File: src/rtl/tab_pkg.sv
// rtl/tab_pkg.sv - shared state encoding, BCD digit width and digit clamp for bcd_tab_accum
package tab_pkg;

  localparam int BCD_W = 4;

  typedef enum logic [1:0] {
    ST_IDLE = 2'd0,
    ST_RUN  = 2'd1,
    ST_HOLD = 2'd2,
    ST_DONE = 2'd3
  } tab_state_e;

  // Step digits outside 0..9 are treated as 9 so the adder only ever sees valid BCD.
  function automatic logic [BCD_W-1:0] clamp_digit(input logic [BCD_W-1:0] d);
    return (d > 4'd9) ? 4'd9 : d;
  endfunction

endpackage

File: src/rtl/bcd_digit_add.sv
// rtl/bcd_digit_add.sv - single-digit BCD adder with carry in/out
//   a, b : BCD digit operands (0..9)
//   cin  : carry in from the lower digit
//   sum  : BCD result digit
//   cout : carry out to the next digit
module bcd_digit_add
  import tab_pkg::*;
(
  input  logic [BCD_W-1:0] a,
  input  logic [BCD_W-1:0] b,
  input  logic             cin,
  output logic [BCD_W-1:0] sum,
  output logic             cout
);

  logic [4:0] raw;

  assign raw = {1'b0, a} + {1'b0, b} + {4'b0, cin};

  always_comb begin
    cout = (raw > 5'd9);
    // raw - 10 and raw + 6 agree modulo 16, which avoids a borrow bit.
    sum  = cout ? (raw[3:0] + 4'd6) : raw[3:0];
  end

endmodule

File: src/rtl/bcd_tab_accum.sv
// rtl/bcd_tab_accum.sv - gated multi-digit BCD accumulator with prescaler and wrap/saturate overflow
//   clk, reset(active-low async), clear(sync)
//   start, allow_start, stop, over : run gating levels
//   step_bcd : packed BCD amount added per completed prescale period
//   sum_bcd  : packed BCD accumulated value
//   state    : 0=IDLE 1=RUN 2=HOLD 3=DONE
//   running, add_pulse, overflow : registered status flags
module bcd_tab_accum
  import tab_pkg::*;
#(
  parameter int DIGITS   = 3,
  parameter int PRESCALE = 1,
  parameter int SAT_MODE = 0
) (
  input  logic                    clk,
  input  logic                    reset,
  input  logic                    clear,
  input  logic                    start,
  input  logic                    allow_start,
  input  logic                    stop,
  input  logic                    over,
  input  logic [BCD_W*DIGITS-1:0] step_bcd,
  output logic [BCD_W*DIGITS-1:0] sum_bcd,
  output logic [1:0]              state,
  output logic                    running,
  output logic                    add_pulse,
  output logic                    overflow
);

  localparam int PW = (PRESCALE > 1) ? $clog2(PRESCALE) : 1;
  localparam logic [PW-1:0] CNT_LAST = PW'(PRESCALE - 1);
  localparam logic [BCD_W*DIGITS-1:0] ALL_NINES = {DIGITS{4'h9}};

  tab_state_e              state_q, state_d;
  logic [BCD_W*DIGITS-1:0] sum_q, sum_d;
  logic [PW-1:0]           cnt_q, cnt_d;
  logic                    ovf_q, ovf_d;
  logic                    pulse_q, pulse_d;
  logic                    run_q;

  logic [BCD_W*DIGITS-1:0] step_c;
  logic [BCD_W*DIGITS-1:0] add_sum;
  logic [DIGITS:0]         carry;
  logic                    tick;

  assign carry[0] = 1'b0;

  for (genvar i = 0; i < DIGITS; i++) begin : g_digit
    assign step_c[i*BCD_W +: BCD_W] = clamp_digit(step_bcd[i*BCD_W +: BCD_W]);

    bcd_digit_add u_add (
      .a    (sum_q[i*BCD_W +: BCD_W]),
      .b    (step_c[i*BCD_W +: BCD_W]),
      .cin  (carry[i]),
      .sum  (add_sum[i*BCD_W +: BCD_W]),
      .cout (carry[i+1])
    );
  end

  assign tick = start && allow_start && !stop && !over && (state_q != ST_DONE);

  always_ff @(posedge clk or negedge reset) begin
    if (!reset) begin
      state_q <= ST_IDLE;
      sum_q   <= '0;
      cnt_q   <= '0;
      ovf_q   <= 1'b0;
      pulse_q <= 1'b0;
      run_q   <= 1'b0;
    end else begin
      state_q <= state_d;
      sum_q   <= sum_d;
      cnt_q   <= cnt_d;
      ovf_q   <= ovf_d;
      pulse_q <= pulse_d;
      run_q   <= (state_d == ST_RUN);
    end
  end

  always_comb begin
    state_d = state_q;
    sum_d   = sum_q;
    cnt_d   = cnt_q;
    ovf_d   = ovf_q;
    pulse_d = 1'b0;
    if (clear) begin
      state_d = ST_IDLE;
      sum_d   = '0;
      cnt_d   = '0;
      ovf_d   = 1'b0;
    end else if (state_q == ST_DONE) begin
      // frozen until clear or reset
    end else if (over) begin
      state_d = ST_DONE;
    end else if (stop) begin
      // prescale progress survives the pause
      state_d = ST_HOLD;
    end else if (tick) begin
      state_d = ST_RUN;
      if (cnt_q == CNT_LAST) begin
        cnt_d   = '0;
        pulse_d = 1'b1;
        sum_d   = add_sum;
        if (carry[DIGITS]) begin
          ovf_d = 1'b1;
          if (SAT_MODE != 0) begin
            sum_d   = ALL_NINES;
            state_d = ST_DONE;
          end
        end
      end else begin
        cnt_d = cnt_q + PW'(1);
      end
    end
  end

  always_comb begin
    sum_bcd   = sum_q;
    state     = state_q;
    running   = run_q;
    add_pulse = pulse_q;
    overflow  = ovf_q;
  end

endmodule

File: config.mk
export PLATFORM = sky130hd
export DESIGN_NAME = bcd_tab_accum
export DESIGN_NICKNAME = d
export VERILOG_FILES = /design/src/rtl/tab_pkg.sv /design/src/rtl/bcd_digit_add.sv /design/src/rtl/bcd_tab_accum.sv
export SDC_FILE = /design/constraint.sdc
export NUM_CORES = 1
export LEC_CHECK = 0
export CAP_MARGIN = 20
export CORE_MARGIN = 5
export CORE_UTILIZATION = 45
export DETAILED_ROUTE_END_ITERATION = 7
export PLACE_DENSITY_LB_ADDON = 0.3
export SYNTH_ARGS = -nofsm -noshare
export SYNTH_HDL_FRONTEND = slang
export SYNTH_SLANG_ARGS = --single-unit
export TNS_END_PERCENT = 30
File: constraint.sdc
create_clock -name clk -period 5 [get_ports clk]
set_clock_uncertainty 0.15 [all_clocks]
set_input_delay 1 -clock clk [delete_from_list [all_inputs] [get_ports clk]]
set_output_delay 1 -clock clk [all_outputs]
set_load 0.01 [all_outputs]
* Yosys cells after proc, flatten, opt, wreduce, memory -nomap -nowiden
Cells that the tools add are included.
W data, S select, Z words.
** Word-level totals
- Register bits :: 18
- Input bits :: 19
- Output and inout port bits :: 17
** Cells by class
- Add/sub/neg operators :: 9
- Eq/ne operators :: 7
- Magnitude comparators :: 6
- Reduce and logical (&&, ||, !) cells :: 11
- Multiplexer cells :: 36
** Operators with widths (number)
- $mux W12 :: 6
- $mux W4 :: 6
- $mux W1 :: 19
- $add A4 B4 Y5 :: 3
- $gt A5 B4 Y1 const B :: 3
- $add A4 B3 Y4 const B :: 3
- $gt A4 B4 Y1 const B :: 3
- $add A5 B1 Y5 :: 2
- $mux W2 :: 5
- $ne A2 B2 Y1 const B :: 5
- $reduce_and A6 Y1 :: 1
- $reduce_and A5 Y1 :: 1
- $logic_and A1 B1 Y1 :: 4
- $reduce_and A4 Y1 :: 1
- $reduce_bool A2 Y1 :: 2
- $eq A2 B1 Y1 const B :: 1
- $eq A2 B2 Y1 const B :: 1
- $logic_not A1 Y1 :: 2
- $add A1 B1 Y1 const B :: 1

* Longest topological paths before layout
Gate-level depths: netlist of the first run.
- Depth after elaboration :: 15
- Depth in mapped cells :: 23

* Cells and area by module
From an unflattened synthesis of the first run, not the netlist that was laid out.
** Second synthesis, totals
- Cells, all modules :: 152
- Area, all modules :: 1481.4 sq um
** Modules (own cells, without submodules)
- bcd_tab_accum :: times used 1, area an instance 847.1 sq um, seq. area each 425.4 sq um, cells each 86
- bcd_digit_add :: times used 3, area an instance 211.5 sq um, seq. area each 0.0 sq um, cells each 22

* Worst setup path after synthesis of the first run
OpenSTA, ideal clock, no wires.
- Kind :: in2reg
- Start point :: input port step_bcd[2]
- End point :: register sum_q[10], in the netlist sum_bcd[10]
- Cell stages on the path :: 23
- Slack :: -0.866 ns
- Required time :: 4.728 ns
- Setup time :: 0.122 ns
- Data arrival time :: 5.594 ns
- Buffers on the path :: 0
- Path through :: o21ai_0 nand2b_1 ha_1 inv_1 fa_1 nor2b_1 o21ai_0 nand2_1 o21bai_1 fa_1 fa_1 a21o_1 a21oi_1 o21ai_0 fa_1 fa_1 inv_1 ha_1 nor2b_1 a31o_1 o31a_1 mux2i_1 nand2_1
** On the way
- Cells in the longest elaborated chain, start to end :: 15
- Elaborated cells between the ends (all ways) :: 16
** Ends and longest elaborated chain
- from (decl) :: RTL line bcd_tab_accum.sv:22 : input logic [BCD_W*DIGITS-1:0] step_bcd,
- $gt A4 B4 Y1 :: RTL line tab_pkg.sv:15 : return (d > 4'd9) ? 4'd9 : d;
- $mux W4 * :: RTL line tab_pkg.sv:15
- $add A4 B4 Y5 * :: RTL line bcd_digit_add.sv:18 : assign raw = {1'b0, a} + {1'b0, b} + {4'b0, cin};
- $gt A5 B4 Y1 * :: RTL line bcd_digit_add.sv:21 : cout = (raw > 5'd9);
- $add A5 B1 Y5 * :: RTL line bcd_digit_add.sv:18
- $gt A5 B4 Y1 * :: RTL line bcd_digit_add.sv:21
- $add A5 B1 Y5 * :: RTL line bcd_digit_add.sv:18
- $add A4 B3 Y4 / $gt A5 B4 Y1 (equally long branches) :: RTL line bcd_digit_add.sv:23, bcd_digit_add.sv:21
- $mux W4 * :: RTL line bcd_digit_add.sv:23 : sum = cout ? (raw[3:0] + 4'd6) : raw[3:0];
- $mux W12 * :: RTL line bcd_tab_accum.sv:100 : if (cnt_q == CNT_LAST) begin
- $mux W12 * :: RTL line bcd_tab_accum.sv:98 : end else if (tick) begin
- $mux W12 * :: RTL line bcd_tab_accum.sv:95 : end else if (stop) begin
- $mux W12 * :: RTL line bcd_tab_accum.sv:93 : end else if (over) begin
- $mux W12 * :: RTL line bcd_tab_accum.sv:91 : end else if (state_q == ST_DONE) begin
- $mux W12 * :: RTL line bcd_tab_accum.sv:86 : if (clear) begin
- to (signal assigned) :: RTL line bcd_tab_accum.sv:72 : sum_q <= sum_d;
- to (decl) :: RTL line bcd_tab_accum.sv:35 : logic [BCD_W*DIGITS-1:0] sum_q, sum_d;
Every way passes the cells marked *; elsewhere a longest branch is shown, timed or not. The select of a mux whose other input is x is not followed.
A chain may end at the register's enable or synchronous reset.

* Worst setup path in the final report of the first run
- Start point :: input port step_bcd[3]
- End point :: register sum_q[10], in the netlist sum_bcd[10]
Same word-level chain as after synthesis.

==> out/metrics.cfg, run 1 <==
[critical_path]
crit_family = adder cells
cp_cell_sequence = buf_2 > nand2b_4 > inv_1 > ha_1 > a21o_1 > a21oi_2 > xor2_2 > o21bai_4 > fa_2 > fa_2 > a21o_1 > a21oi_2 > o21ai_2 > fa_2 > fa_2 > inv_2 > ha_4 > nor2b_4 > a31o_1 > o31a_1 > mux2i_1 > nand2_1
critical_path.endpoint_type = register
worst_path_largest_cell_delay_ns = 0.57
worstReg2RegStart = sum_bcd[0]$_DFFE_PN0P_
critical_path.max_fanout = 3
path_buf_inv = 3
cp_slowest_cell = fa_2
r2r_cells = 20
startpoint_type = primary input
worst-path-stages = 22
worstSetupPathType = primary input to register
r2r_end = sum_bcd[10]$_DFFE_PN0P_
cp.arrival_ns = 5.46
cp_common_cell = fa_2
worstPathRequired_ns = 5.05
r2r_slack_ns = 0.13

[clocking]
clk_pin_slew_worst_paths_ns = 0.11
cts_sinks = 17
cts_tree = built
cts_buffers = 3
clk_latency_ns = 0.30
cts_root_buf = clkbuf_4
cts_htree_levels = 1
clockBufferDepth = 2

[placement]
place_congestion = 0.876
dp_hpwl_um = 3180
port_buffers = 35
pre_cts_slack_ns = -1.26

[die]
dieArea_mm2 = 0.00460
ioPinCount = 36
rows = 21
die_w_um = 67.8
start_util_pct = 45.8
die_h_um = 67.8
core_mm2 = 0.00328

[logic_synthesis]
synth_top_area_cell = dfrtp_1
async_reset_ff_share_pct = 100
synthMostInstantiatedCell = nor2_1
synthFlopType = dfrtp_1
synth-edff-count = 0
synth_warnings = 0
synth-seq-cells = 17
synth_area_leaders = dfrtp_1 (28%), ha_1 (11%), fa_1 (6.7%), nor2_1 (4.7%), a21oi_1 (4.0%)
synthCells = 172
synthTopCellsByCount = nor2_1 (19), dfrtp_1 (17), ha_1 (13), a21oi_1 (12), inv_1 (12)
synthesis.nets = 209
synth_top_area_share_pct = 28.3
synth_area_mm2 = 0.00151
synth.avg_cell_area_um2 = 8.75
synth_cell_types = 47
ys_seq_area_share_pct = 28.3

[min_path]
worstHoldStart = overflow$_DFFE_PN0P_
whs_endpoint = overflow$_DFFE_PN0P_
hold_class = register to register
min_path_cells = 1

[sta]
hold_viol_final = 0
finalMaxSlewViolations = 0
whs_ns = 0.370
setup_violations = 4
worst-slew-pin-transition_ns = 0.842
slew_headroom_pct = 43.7
setup_slack_ns = -0.412
period_share_pct = 108
fin_crit_ns = 5.41
rsz0062_at_grt = yes
fmax_mhz = 185

[final_layout]
regArea_um2 = 425
drive_above_1_share_pct = 32.9
fillers = 245
diodes = 0
nNetsFinal = 278
final_util_pct = 70.6
multi_input_area_mm2 = 0.00114
area_delta_synth_final_pct = 53.9

[detailed_routing]
antenna_left = 0
drt_iter0_drc = 77
vias = 1544
finalWirelength_um = 4220
viasPerCell = 5.40
drc = 0
first_pass_iters = 4
drt-wirelength-per-cell_um = 14.8

[power_and_ir_drop]
power.static_leakage_nw = 1.05
power.density_mw_per_mm2 = 195
peakVddDrop_v = 0.000130

[grt]
grt_first_pass_wirelength_um = 7300
grt_antenna_before_repair = 0
gr-total-overflow = 0
track_usage_pct = 20.6
grt_max_degree = 20
grt_pass1_vias = 1702

[status]
violations = negative setup slack
status = finished with violations

[run]
drv_cap = 0

[metrics by stage]
stage / cells / setup TNS [ns] / instance area (um^2) / power [mW]
6_report: 286 / -1.52 / 2320 / 0.451
3_3_place_gp: 270 / -4.32 / 2090 / 0.326
3_5_place_dp: 270 / -5.08 / 2090 / 0.336
5_1_grt: 286 / -2.19 / 2320 / 0.480
2_1_floorplan: 172 / -2.06 / 1530 / 0.249
4_1_cts: 282 / -1.93 / 2250 / 0.438
[per-layer routing]
layer  GRT usage (%)  vias to the layer above  wire length (um)
met5               0                        -                 0
met4            10.4                        0               118
met3            1.81                       13               116
met2            39.5                       46              2290
met1            22.2                      741              1690
li1                -                      744                 -
[state kept, by name (all words and copies together) (netlist names)]
| register | flops |
|---|---|
| state | 2 |
| overflow | 1 |
| sum_bcd | 12 |
| add_pulse | 1 |
| running | 1 |
[how the worst max path moves through the flow]
stage	from	endpoint	slack [ns]
floorplan	step_bcd[2]	sum_bcd[10]$_DFFE_PN0P_	-0.61
global placement	step_bcd[3]	sum_bcd[10]$_DFFE_PN0P_	-1.08
detailed placement	step_bcd[3]	sum_bcd[10]$_DFFE_PN0P_	-1.26
CTS	step_bcd[1]	sum_bcd[10]$_DFFE_PN0P_	-0.54
global route	step_bcd[3]	sum_bcd[10]$_DFFE_PN0P_	-0.59
finish	step_bcd[3]	sum_bcd[10]$_DFFE_PN0P_	-0.41
[placed cells by master (no fill, tap or decap), types with 2 or more instances in the layout]
master | netlist | layout
a211oi_1 | 3 | 3
a21o_1 | 3 | 3
a21oi_1 | 12 | 10
a21oi_2 | 3 | 5
a31oi_1 | 3 | 3
and2_4 | 0 | 2
buf_2 | 0 | 2
buf_4 | 1 | 36
buf_8 | 0 | 2
clkbuf_4 | 0 | 3
clkdlybuf4s50_1 | 0 | 31
dfrtp_1 | 17 | 17
fa_2 | 0 | 5
ha_1 | 13 | 11
ha_4 | 0 | 2
inv_1 | 12 | 10
inv_2 | 0 | 2
mux2_2 | 2 | 2
mux2i_1 | 4 | 4
nand2_1 | 11 | 11
nand2b_1 | 5 | 3
nand2b_4 | 0 | 2
nand3b_1 | 2 | 2
nand4b_1 | 2 | 2
nor2_1 | 19 | 19
nor2b_1 | 7 | 5
nor3_1 | 5 | 4
o21ai_0 | 7 | 4
o21ai_2 | 0 | 2
xnor2_2 | 0 | 2
xor2_2 | 1 | 2
[timing repair]
item / CTS / global route
resized for setup: 37 / 9
gates cloned: 0 / 0
hold buffers: 0 / 0
buffers inserted: 8 / 4
pin swaps: 19 / 12
setup endpoints to repair: 4 / 4
[area by class of cell]
cell class              instances  share of cell area [%]
flip-flops and latches         17                    18.4
well taps                      46                    2.48
clock buffers                   4                    1.13
multi-input cells             136                    49.3
repair buffers                 71                    26.8
inverters                      12                    1.94
[power breakdown]
part	switching, mW	internal [mW]
Combinational	0.0997	0.125
Sequential	0.00529	0.142
Clock	0.0478	0.0311
[kinds of logic after synthesis]
kind of cell | after synthesis | synth area share (%)
adder cells (fa/ha/maj) | 18 | 17.5
flip-flops | 17 | 28.3
AND/OR/NAND/NOR | 62 | 21.1
XOR/XNOR | 5 | 3.41
buffers and inverters | 19 | 4.99
multiplexers | 6 | 4.16
AO/OA/AOI/OAI | 45 | 20.6
Note: power is estimated with default switching activity, not from simulation.
==> run 2: changes to the inputs <==
--- a/config.mk
+++ b/config.mk
@@ -10,6 +10,7 @@
 export CORE_UTILIZATION = 45
 export DETAILED_ROUTE_END_ITERATION = 7
 export PLACE_DENSITY_LB_ADDON = 0.3
+export SLEW_MARGIN = 20
 export SYNTH_ARGS = -nofsm -noshare
 export SYNTH_HDL_FRONTEND = slang
 export SYNTH_SLANG_ARGS = --single-unit
==> results of run 2 <==
No change in the layout: final DEF, timing and power equal those of run 1.
